### config.mk
export PLATFORM = sky130hd
export DESIGN_NAME = pc_fetch_unit
export DESIGN_NICKNAME = d
export VERILOG_FILES = /design/src/rtl/custom_types_pkg.sv /design/src/rtl/fetch_stats.sv /design/src/rtl/pc_fetch_unit.sv
export SDC_FILE = /design/constraint.sdc
export NUM_CORES = 1
export LEC_CHECK = 0
export CAP_MARGIN = 20
export CORE_ASPECT_RATIO = 2
export CORE_MARGIN = 2
export CORE_UTILIZATION = 45
export CTS_BUF_LIST = sky130_fd_sc_hd__clkbuf_8
export DETAILED_ROUTE_END_ITERATION = 16
export PLACE_DENSITY = 0.88
export SYNTH_ARGS = -nofsm -noshare
export SYNTH_HDL_FRONTEND = slang
export SYNTH_HIERARCHICAL = 1
export SYNTH_SLANG_ARGS = --single-unit
### constraint.sdc
create_clock -name CLK -period 8.07 [get_ports CLK]
set_clock_uncertainty 0.1 [all_clocks]
set_input_delay 1.614 -clock CLK [delete_from_list [all_inputs] [get_ports CLK]]
set_output_delay 1.614 -clock CLK [all_outputs]
set_load 0.03 [all_outputs]
### src/rtl/custom_types_pkg.sv
// Shared fetch-stage types: FSM states, fetch/decode latch bundle,
// PC increment and a saturating-increment helper.
package custom_types_pkg;

  typedef enum logic [1:0] {
    RUN    = 2'd0,
    HOLD   = 2'd1,
    HALTED = 2'd2
  } fetch_state_t;

  typedef struct packed {
    logic [31:0] instr;
    logic [31:0] pc;
    logic [31:0] npc;
    logic        pred_taken;
    logic [31:0] pred_target;
    logic        valid;
  } fetch_latch_t;

  localparam logic [31:0] PC_STEP = 32'd4;

  function automatic logic [31:0] sat_inc(
    input logic [31:0] v
  );
    return (v == '1) ? v : v + 32'd1;
  endfunction

endpackage

### src/rtl/fetch_stats.sv
// Saturating predictor statistics counters,
// built only when BP_STATS_EN is defined.
module fetch_stats
  import custom_types_pkg::*;
(
  input  logic        CLK,
  input  logic        RST,
  input  logic        branch_inc,
  input  logic        mispredict_inc,
  output logic [31:0] branches,
  output logic [31:0] mispredicts
);

  always_ff @(posedge CLK or posedge RST) begin
    if (RST) begin
      branches    <= '0;
      mispredicts <= '0;
    end else begin
      if (branch_inc)
        branches <= sat_inc(branches);
      if (mispredict_inc)
        mispredicts <= sat_inc(mispredicts);
    end
  end

endmodule

### src/rtl/pc_fetch_unit.sv
// Fetch PC, next-PC select, redirect hold and fetch/decode latch.
// Optional statistics counters under `BP_STATS_EN.
module pc_fetch_unit
  import custom_types_pkg::*;
#(
  parameter logic [31:0] PC_INIT = 32'h0000_0000
) (
  input  logic        CLK,
  input  logic        RST,
  input  logic        ihit,
  input  logic [31:0] imemload,
  output logic [31:0] imemaddr,
  output logic        iREN,
  input  logic        stall,
  input  logic        halt,
  input  logic        bp_taken,
  input  logic [31:0] bp_target,
  input  logic        branch_mispredict,
  input  logic [31:0] correct_pc,
  input  logic        jump_valid,
  input  logic [31:0] jump_target,
  output logic        flush_fd,
  output logic        fetch_valid,
  output logic [31:0] fetch_instr,
  output logic [31:0] fetch_pc,
  output logic [31:0] fetch_npc,
  output logic        fetch_pred_taken,
  output logic [31:0] fetch_pred_target,
  output logic [31:0] stat_branches,
  output logic [31:0] stat_mispredicts
);

  fetch_state_t state;
  fetch_latch_t lat;

  logic [31:0] pc;
  logic [31:0] pc_plus4;
  logic [31:0] redir_tgt;
  logic [31:0] pend;
  logic [31:0] pend_nxt;
  logic        pend_jump;
  logic        pend_jump_nxt;
  logic        live;
  logic        redir;

  assign live      = (state != HALTED);
  assign redir     = live &&
                     (branch_mispredict || jump_valid);
  assign redir_tgt = branch_mispredict ? correct_pc
                                       : jump_target;
  assign pc_plus4  = pc + PC_STEP;

  // A mispredict is older than any jump, so a jump
  // may only replace a pending target set by a jump.
  always_comb begin
    pend_nxt      = pend;
    pend_jump_nxt = pend_jump;
    unique case (1'b1)
      branch_mispredict: begin
        pend_nxt      = correct_pc;
        pend_jump_nxt = 1'b0;
      end
      jump_valid && pend_jump && !branch_mispredict: begin
        pend_nxt      = jump_target;
        pend_jump_nxt = 1'b1;
      end
      default: ;
    endcase
  end

  always_ff @(posedge CLK or posedge RST) begin
    if (RST) begin
      state     <= RUN;
      pc        <= PC_INIT;
      pend      <= '0;
      pend_jump <= 1'b0;
      lat       <= '0;
    end else begin
      unique case (state)
        RUN: begin
          if (redir) begin
            lat.valid <= 1'b0;
            if (ihit) begin
              pc <= redir_tgt;
            end else begin
              pend      <= redir_tgt;
              pend_jump <= !branch_mispredict;
              state     <= HOLD;
            end
          end else if (halt) begin
            lat.valid <= 1'b0;
            state     <= HALTED;
          end else if (!stall) begin
            if (ihit) begin
              lat <= '{instr:       imemload,
                       pc:          pc,
                       npc:         pc_plus4,
                       pred_taken:  bp_taken,
                       pred_target: bp_target,
                       valid:       1'b1};
              pc  <= bp_taken ? bp_target
                              : pc_plus4;
            end else begin
              lat.valid <= 1'b0;
            end
          end
        end
        HOLD: begin
          lat.valid <= 1'b0;
          if (halt && !redir) begin
            state <= HALTED;
          end else begin
            pend      <= pend_nxt;
            pend_jump <= pend_jump_nxt;
            if (ihit) begin
              pc    <= pend_nxt;
              state <= RUN;
            end
          end
        end
        HALTED: ;
        default: state <= RUN;
      endcase
    end
  end

  assign imemaddr          = pc;
  assign iREN              = live && !RST;
  assign flush_fd          = redir;
  assign fetch_valid       = lat.valid;
  assign fetch_instr       = lat.instr;
  assign fetch_pc          = lat.pc;
  assign fetch_npc         = lat.npc;
  assign fetch_pred_taken  = lat.pred_taken;
  assign fetch_pred_target = lat.pred_target;

`ifdef BP_STATS_EN
  logic br_inc;
  logic mp_inc;

  assign br_inc = (state == RUN) && !redir &&
                  !halt && !stall && ihit &&
                  bp_taken;
  assign mp_inc = live && branch_mispredict;

  fetch_stats u_stats (
    .CLK            (CLK),
    .RST            (RST),
    .branch_inc     (br_inc),
    .mispredict_inc (mp_inc),
    .branches       (stat_branches),
    .mispredicts    (stat_mispredicts)
  );
`else
  assign stat_branches    = '0;
  assign stat_mispredicts = '0;
`endif

endmodule
After elaboration in Yosys (flattened, before gate mapping)
Cells that the tools add are included.
{"block": "op_classes", "add_sub_neg": 1, "eq_ne": 16, "muxes": 31, "bitwise_logic": 4, "reduce_logical": 17}
{"operator": "2-to-1 mux 32 bit", "n": 12}
{"operator": "one-hot mux 32 bit (2 select lines)", "n": 3}
{"operator": "adder 32 x 3 -> 32 bit (second input constant)", "n": 1}
{"operator": "inequality test 3 bit (second input constant)", "n": 7}
{"operator": "2-to-1 mux 2 bit", "n": 5}
{"operator": "inequality test 2 bit (second input constant)", "n": 5}
{"operator": "AND reduction 5 bit", "n": 2}
{"operator": "inequality test 4 bit (second input constant)", "n": 2}
{"operator": "AND reduction 4 bit", "n": 2}
{"operator": "2-to-1 mux 1 bit", "n": 7}
{"operator": "AND reduction 7 bit", "n": 1}
{"operator": "one-hot mux 1 bit (2 select lines)", "n": 3}
{"operator": "one-hot mux 2 bit (3 select lines)", "n": 1}
{"operator": "logical AND 1 bit", "n": 5}
{"operator": "inverter 1 bit", "n": 4}
{"operator": "zero test 1 bit", "n": 3}
{"operator": "== test 2 x 1 -> 1 bit (second input constant)", "n": 1}
{"operator": "== test 2 bit (second input constant)", "n": 1}
{"operator": "zero test 2 bit", "n": 1}
{"operator": "AND reduction 2 bit", "n": 1}
{"operator": "nonzero test 2 bit", "n": 1}
{"operator": "logical OR 1 bit", "n": 1}
{"block": "totals", "ff_bits": 197}

Longest topological paths before layout
{"block": "depth", "word_depth": 7, "depth_mapped": 9}

Worst setup path before layout
OpenSTA, ideal clock, no wires.
{"block": "synth_path", "path_type": "in2out", "start": "input jump_valid", "end": "output flush_fd", "arrival_ps": 2663, "path_slack_ps": 3693, "stages": 5, "path_buffers": 2, "path_cell_list": "or2_2 clkbuf_1 nand2_1 clkinv_1 buf_1"}
{"block": "synth_between", "elab_chain_cells": 2}
{"element": "start: declaration", "line_no": "pc_fetch_unit.sv:20", "rtl": "input logic jump_valid,"}
{"element": "logical OR 1 bit", "line_no": "pc_fetch_unit.sv:48", "rtl": "(branch_mispredict || jump_valid);"}
{"element": "logical AND 1 bit", "line_no": "pc_fetch_unit.sv:47", "rtl": "assign redir = live &&"}
{"element": "end: declaration", "line_no": "pc_fetch_unit.sv:22", "rtl": "output logic flush_fd,"}
Every way passes these cells.

Worst setup path in the final report
Ends and elaborated chain as after synthesis.

==> results list <==
* Final weighted congestion of routability-driven global placement: 0.943
- TritonCTS clock tree: done
- From left edge to right edge, the die measures 111 um.
- The first global-routing pass estimated 50400 um of wire.
* Worst-path clk slew: 90 ps
- Initial core utilization: 0.456
* Largest delay share family, worst path: buffers and inverters
* Unrepaired setup endpoints after global routing: no
* Maximum count of clock buffers along a single path: 2
- Dominant combinational cell family by area after synthesis: simple AND/OR/NAND/NOR gates
* Post-route core utilization: 0.600
- The floorplan step defined a die boundary enclosing 24100 um2.
* Sequential area share after synthesis: 0.475
- Total power density per cell area: 341 nW/um2
* Hold EP: fetch_instr[3]
- The most used flip-flop cell after synthesis is sky130_fd_sc_hd__dfrtp_1.
- Maximum achievable frequency: 172 MHz
- Walking the worst path, the cells encountered are clkdlybuf4s50_1 -> or2_2 -> nand2_1 -> clkinv_1 -> clkdlybuf4s50_1.
- Together, buffers and inverters on the worst path number 3.
- In the finished design, the share of the clock period the worst path needs comes to 0.722.
* Hold violation total from the final report: 0
* Minimum clock period after layout: 5820 ps
- Xor and xnor area share after synthesis: 0.0188
* Run status: complete, no violations
- Detailed-route DRC error count: 0
- Via total after detailed routing: 9544
- Height of the die: 218 um
- In this design, the critical path's most frequently occurring cell is sky130_fd_sc_hd__clkdlybuf4s50_1.
- In the final layout, the share of cells above drive strength 1 is 0.0627.
- Static Leakage: 0.00609 uW
- Startpoint of the lowest-slack register-to-register path: state[1]
- Core region area: 22500 um2
- Overall power consumption after layout is estimated at 4610 uW.
- Worst slack, placed: 2340 ps
* Most common cell after layout, fill and taps aside: sky130_fd_sc_hd__nand2_1
- Critical-path cell with the highest stage delay: sky130_fd_sc_hd__clkdlybuf4s50_1
- Reg2reg path depth: 5
- Of all flip-flops after synthesis, the portion carrying an async set or reset was 1.00.
* Count of buffers from port buffering: 299
- Fin worst setup slack: 2250 ps
- Summed over all layers, the global routing overflow is 0.
* Hold path depth: 2
- Worst reg2reg path endpoint: fetch_npc[10]
- After detailed routing, the average wire length per cell comes to 19.1 um.
- The count of final max-slew check failures is 0.
- The initial antenna violation count was 0.
- For this run, the number of Yosys warnings is 6.
- In this design, the stage delay of the slowest critical-path cell is 790 ps.
- At the pin with the least slew margin, the transition time is 1100 ps.
- Number of DRC markers after the initial detailed-route iteration: 799
* Sum of net half-perimeters after detailed placement: 24700 um
* Post-synthesis instance area: 10300 um2
- Total Routed Length: 33000 um
* Number of clock buffers inserted by TritonCTS: 17
* Pin count of the biggest net entering global routing: 122
* Type of the worst setup path: input pin to output port
- Of the total synthesized cell area, the portion taken by full adders, half adders and majority gates is 0.00122.
- The number of setup buffers added after CTS is 0.
* Via count of the first global-routing pass: 8965
* Synth unique cells: 69
- Number of top-level pins: 364
* Critical Path Sink Type: output port
* Total negative slack: 0 ps
- STA puts the critical path data arrival time at 4110 ps.
- Hold slack: 380 ps
- The tightest min-delay check is of the flop to flop type.
* PostCTS Resize Cnt: 0
- Number of enable-type register cells in the synthesized netlist: 0
- Launch point of the worst hold path: fetch_instr[3]
- Simple-gate area share of the yosys netlist: 0.216
* Hold buffer count at cts: 0
- The number of antenna diodes in the final layout is 0.
- Antenna-violating nets left: 0
- Headroom to the max-slew limit came out at 0.266.
- The tree is rooted in a sky130_fd_sc_hd__clkbuf_8.
- Element type at the critical path start: input pin
- Of all nets on the critical path, the largest fanout is 18.
- For this design, the sink count on the clock tree is 195.
* Depth of the CTS H-tree: 4
- In this run, synthesis produced a sequential element count of 195.
* Mean area per synthesized cell: 8.62 um2
* Clock latency at the later pin of the worst-skew pair: 500 ps
- Worst ir drop on vdd: 0.174 mV
* Area delta synth->final: 31.8%
- STA puts the critical path data required time at 6360 ps.
- In the layout the commonest cells are sky130_fd_sc_hd__nand2_1 (348), sky130_fd_sc_hd__clkdlybuf4s50_1 (298), sky130_fd_sc_hd__dfrtp_1 (195).
* Drt first pass iters: 6
- Synthesis handed over a netlist of 1192 instances.
* Fraction of synthesized area in multiplexers: 0.0587
* Final-report setup violation count: 0
* Placement Rows: 78
* Share of the synthesized area in compound gates (AO/OA/AOI/OAI): 0.143
- # Max-Cap Violations: 0
* Worst-case register-to-register setup slack: 4960 ps
* All-Layer GR Usage: 0.268
* Via/cell ratio: 5.51
- For this run, the post-layout net count is 1575.
* Critical path launch point: jump_valid
[worst max-delay path by stage]
stage | endpoint | cells past startpoint
after floorplan | fetch_instr[0] | 1
after global placement | flush_fd | 5
after detailed placement | flush_fd | 5
after CTS | flush_fd | 5
after global routing | flush_fd | 5
final | flush_fd | 5
[tightest hold or removal path, cell delays in order (launching register included)]
cell                      delay (ps)
sky130_fd_sc_hd__dfrtp_1         350
sky130_fd_sc_hd__nand2_1          50
sky130_fd_sc_hd__nand2_1          60
[sequential cells by signal, summed over array words and instances, names as in the netlist]
| name | count |
|---|---|
| state | 2 |
| imemaddr | 32 |
| fetch_pred_target | 32 |
| fetch_pred_taken | 1 |
| pend_jump | 1 |
| fetch_pc | 32 |
| fetch_npc | 30 |
| pend | 32 |
| fetch_instr | 32 |
| fetch_valid | 1 |
[report_power, final]
group          switching (uW)  internal, uW  leakage (uW)  total [uW]
logic                    1370           898       0.00347        2260
registers                 344          1350       0.00242        1690
clock network             371           287      0.000198         658
total                    2080          2530       0.00609        4610
[area by class of cell]
type | instances | area [um2]
Multi-Input combinational cell | 899 | 4770
Clock buffer | 18 | 248
Fill cell | 1942 | 9010
Clock inverter | 14 | 153
Inverter | 15 | 63.8
Tap cell | 280 | 350
Sequential cell | 195 | 4880
Timing Repair Buffer | 310 | 3070
[metrics by stage]
step | area, um2 | cells
finish | 13500 | 1731
global placement | 13100 | 1699
CTS | 13500 | 1731
floorplan | 10500 | 1255
global route | 13500 | 1731
detailed placement | 13100 | 1699
[cell families after synthesis]
logic type | after synthesis
simple gates | 521
compound gates | 234
flops | 195
buf+inv | 161
mux | 57
xor+xnor | 22
fa+ha+maj | 1
other cells | 1
[per-layer routing]
| layer | up-vias | wire [um] | GRT usage |
|---|---|---|---|
| li1 | 4403 | - | - |
| met1 | 4497 | 12000 | 0.307 |
| met2 | 557 | 16900 | 0.467 |
| met3 | 87 | 2150 | 0.0411 |
| met4 | 0 | 1910 | 0.163 |
| met5 | - | 0 | 0 |
[synthesized netlist by cell type (3+ instances only)]
library cell,instances,area share
sky130_fd_sc_hd__o211a_1,3,0.0029
sky130_fd_sc_hd__clkbuf_1,58,0.021
sky130_fd_sc_hd__mux2_2,26,0.029
sky130_fd_sc_hd__or2_2,3,0.0018
sky130_fd_sc_hd__a32oi_1,3,0.0026
sky130_fd_sc_hd__nand4_1,7,0.0043
sky130_fd_sc_hd__a21o_1,7,0.0051
sky130_fd_sc_hd__nand3_1,19,0.0093
sky130_fd_sc_hd__a311o_1,3,0.0029
sky130_fd_sc_hd__a211o_1,4,0.0034
sky130_fd_sc_hd__nor2_1,73,0.027
sky130_fd_sc_hd__a221oi_1,3,0.0026
sky130_fd_sc_hd__a21boi_0,4,0.0029
sky130_fd_sc_hd__nor2b_1,4,0.0024
sky130_fd_sc_hd__o21a_1,5,0.0037
sky130_fd_sc_hd__buf_2,12,0.0058
sky130_fd_sc_hd__nor4_1,11,0.0067
sky130_fd_sc_hd__o311ai_0,4,0.0034
sky130_fd_sc_hd__mux2i_1,31,0.030
sky130_fd_sc_hd__o31ai_1,5,0.0037
sky130_fd_sc_hd__a31o_2,4,0.0034
sky130_fd_sc_hd__nor3_1,19,0.0093
sky130_fd_sc_hd__and3_1,8,0.0049
sky130_fd_sc_hd__o21ai_0,74,0.036
sky130_fd_sc_hd__o31a_1,3,0.0026
sky130_fd_sc_hd__a21oi_1,63,0.031
sky130_fd_sc_hd__o211ai_1,7,0.0051
sky130_fd_sc_hd__a31oi_1,13,0.0079
sky130_fd_sc_hd__nand2b_1,11,0.0067
sky130_fd_sc_hd__and2_1,3,0.0018
sky130_fd_sc_hd__inv_1,14,0.0051
sky130_fd_sc_hd__xnor2_1,18,0.015
sky130_fd_sc_hd__xor2_1,4,0.0034
sky130_fd_sc_hd__a211oi_1,9,0.0066
sky130_fd_sc_hd__buf_1,4,0.0015
sky130_fd_sc_hd__buf_4,69,0.050
sky130_fd_sc_hd__dfrtp_1,195,0.48
sky130_fd_sc_hd__nand2_1,348,0.13
Power figures use the tool's default switching activity.
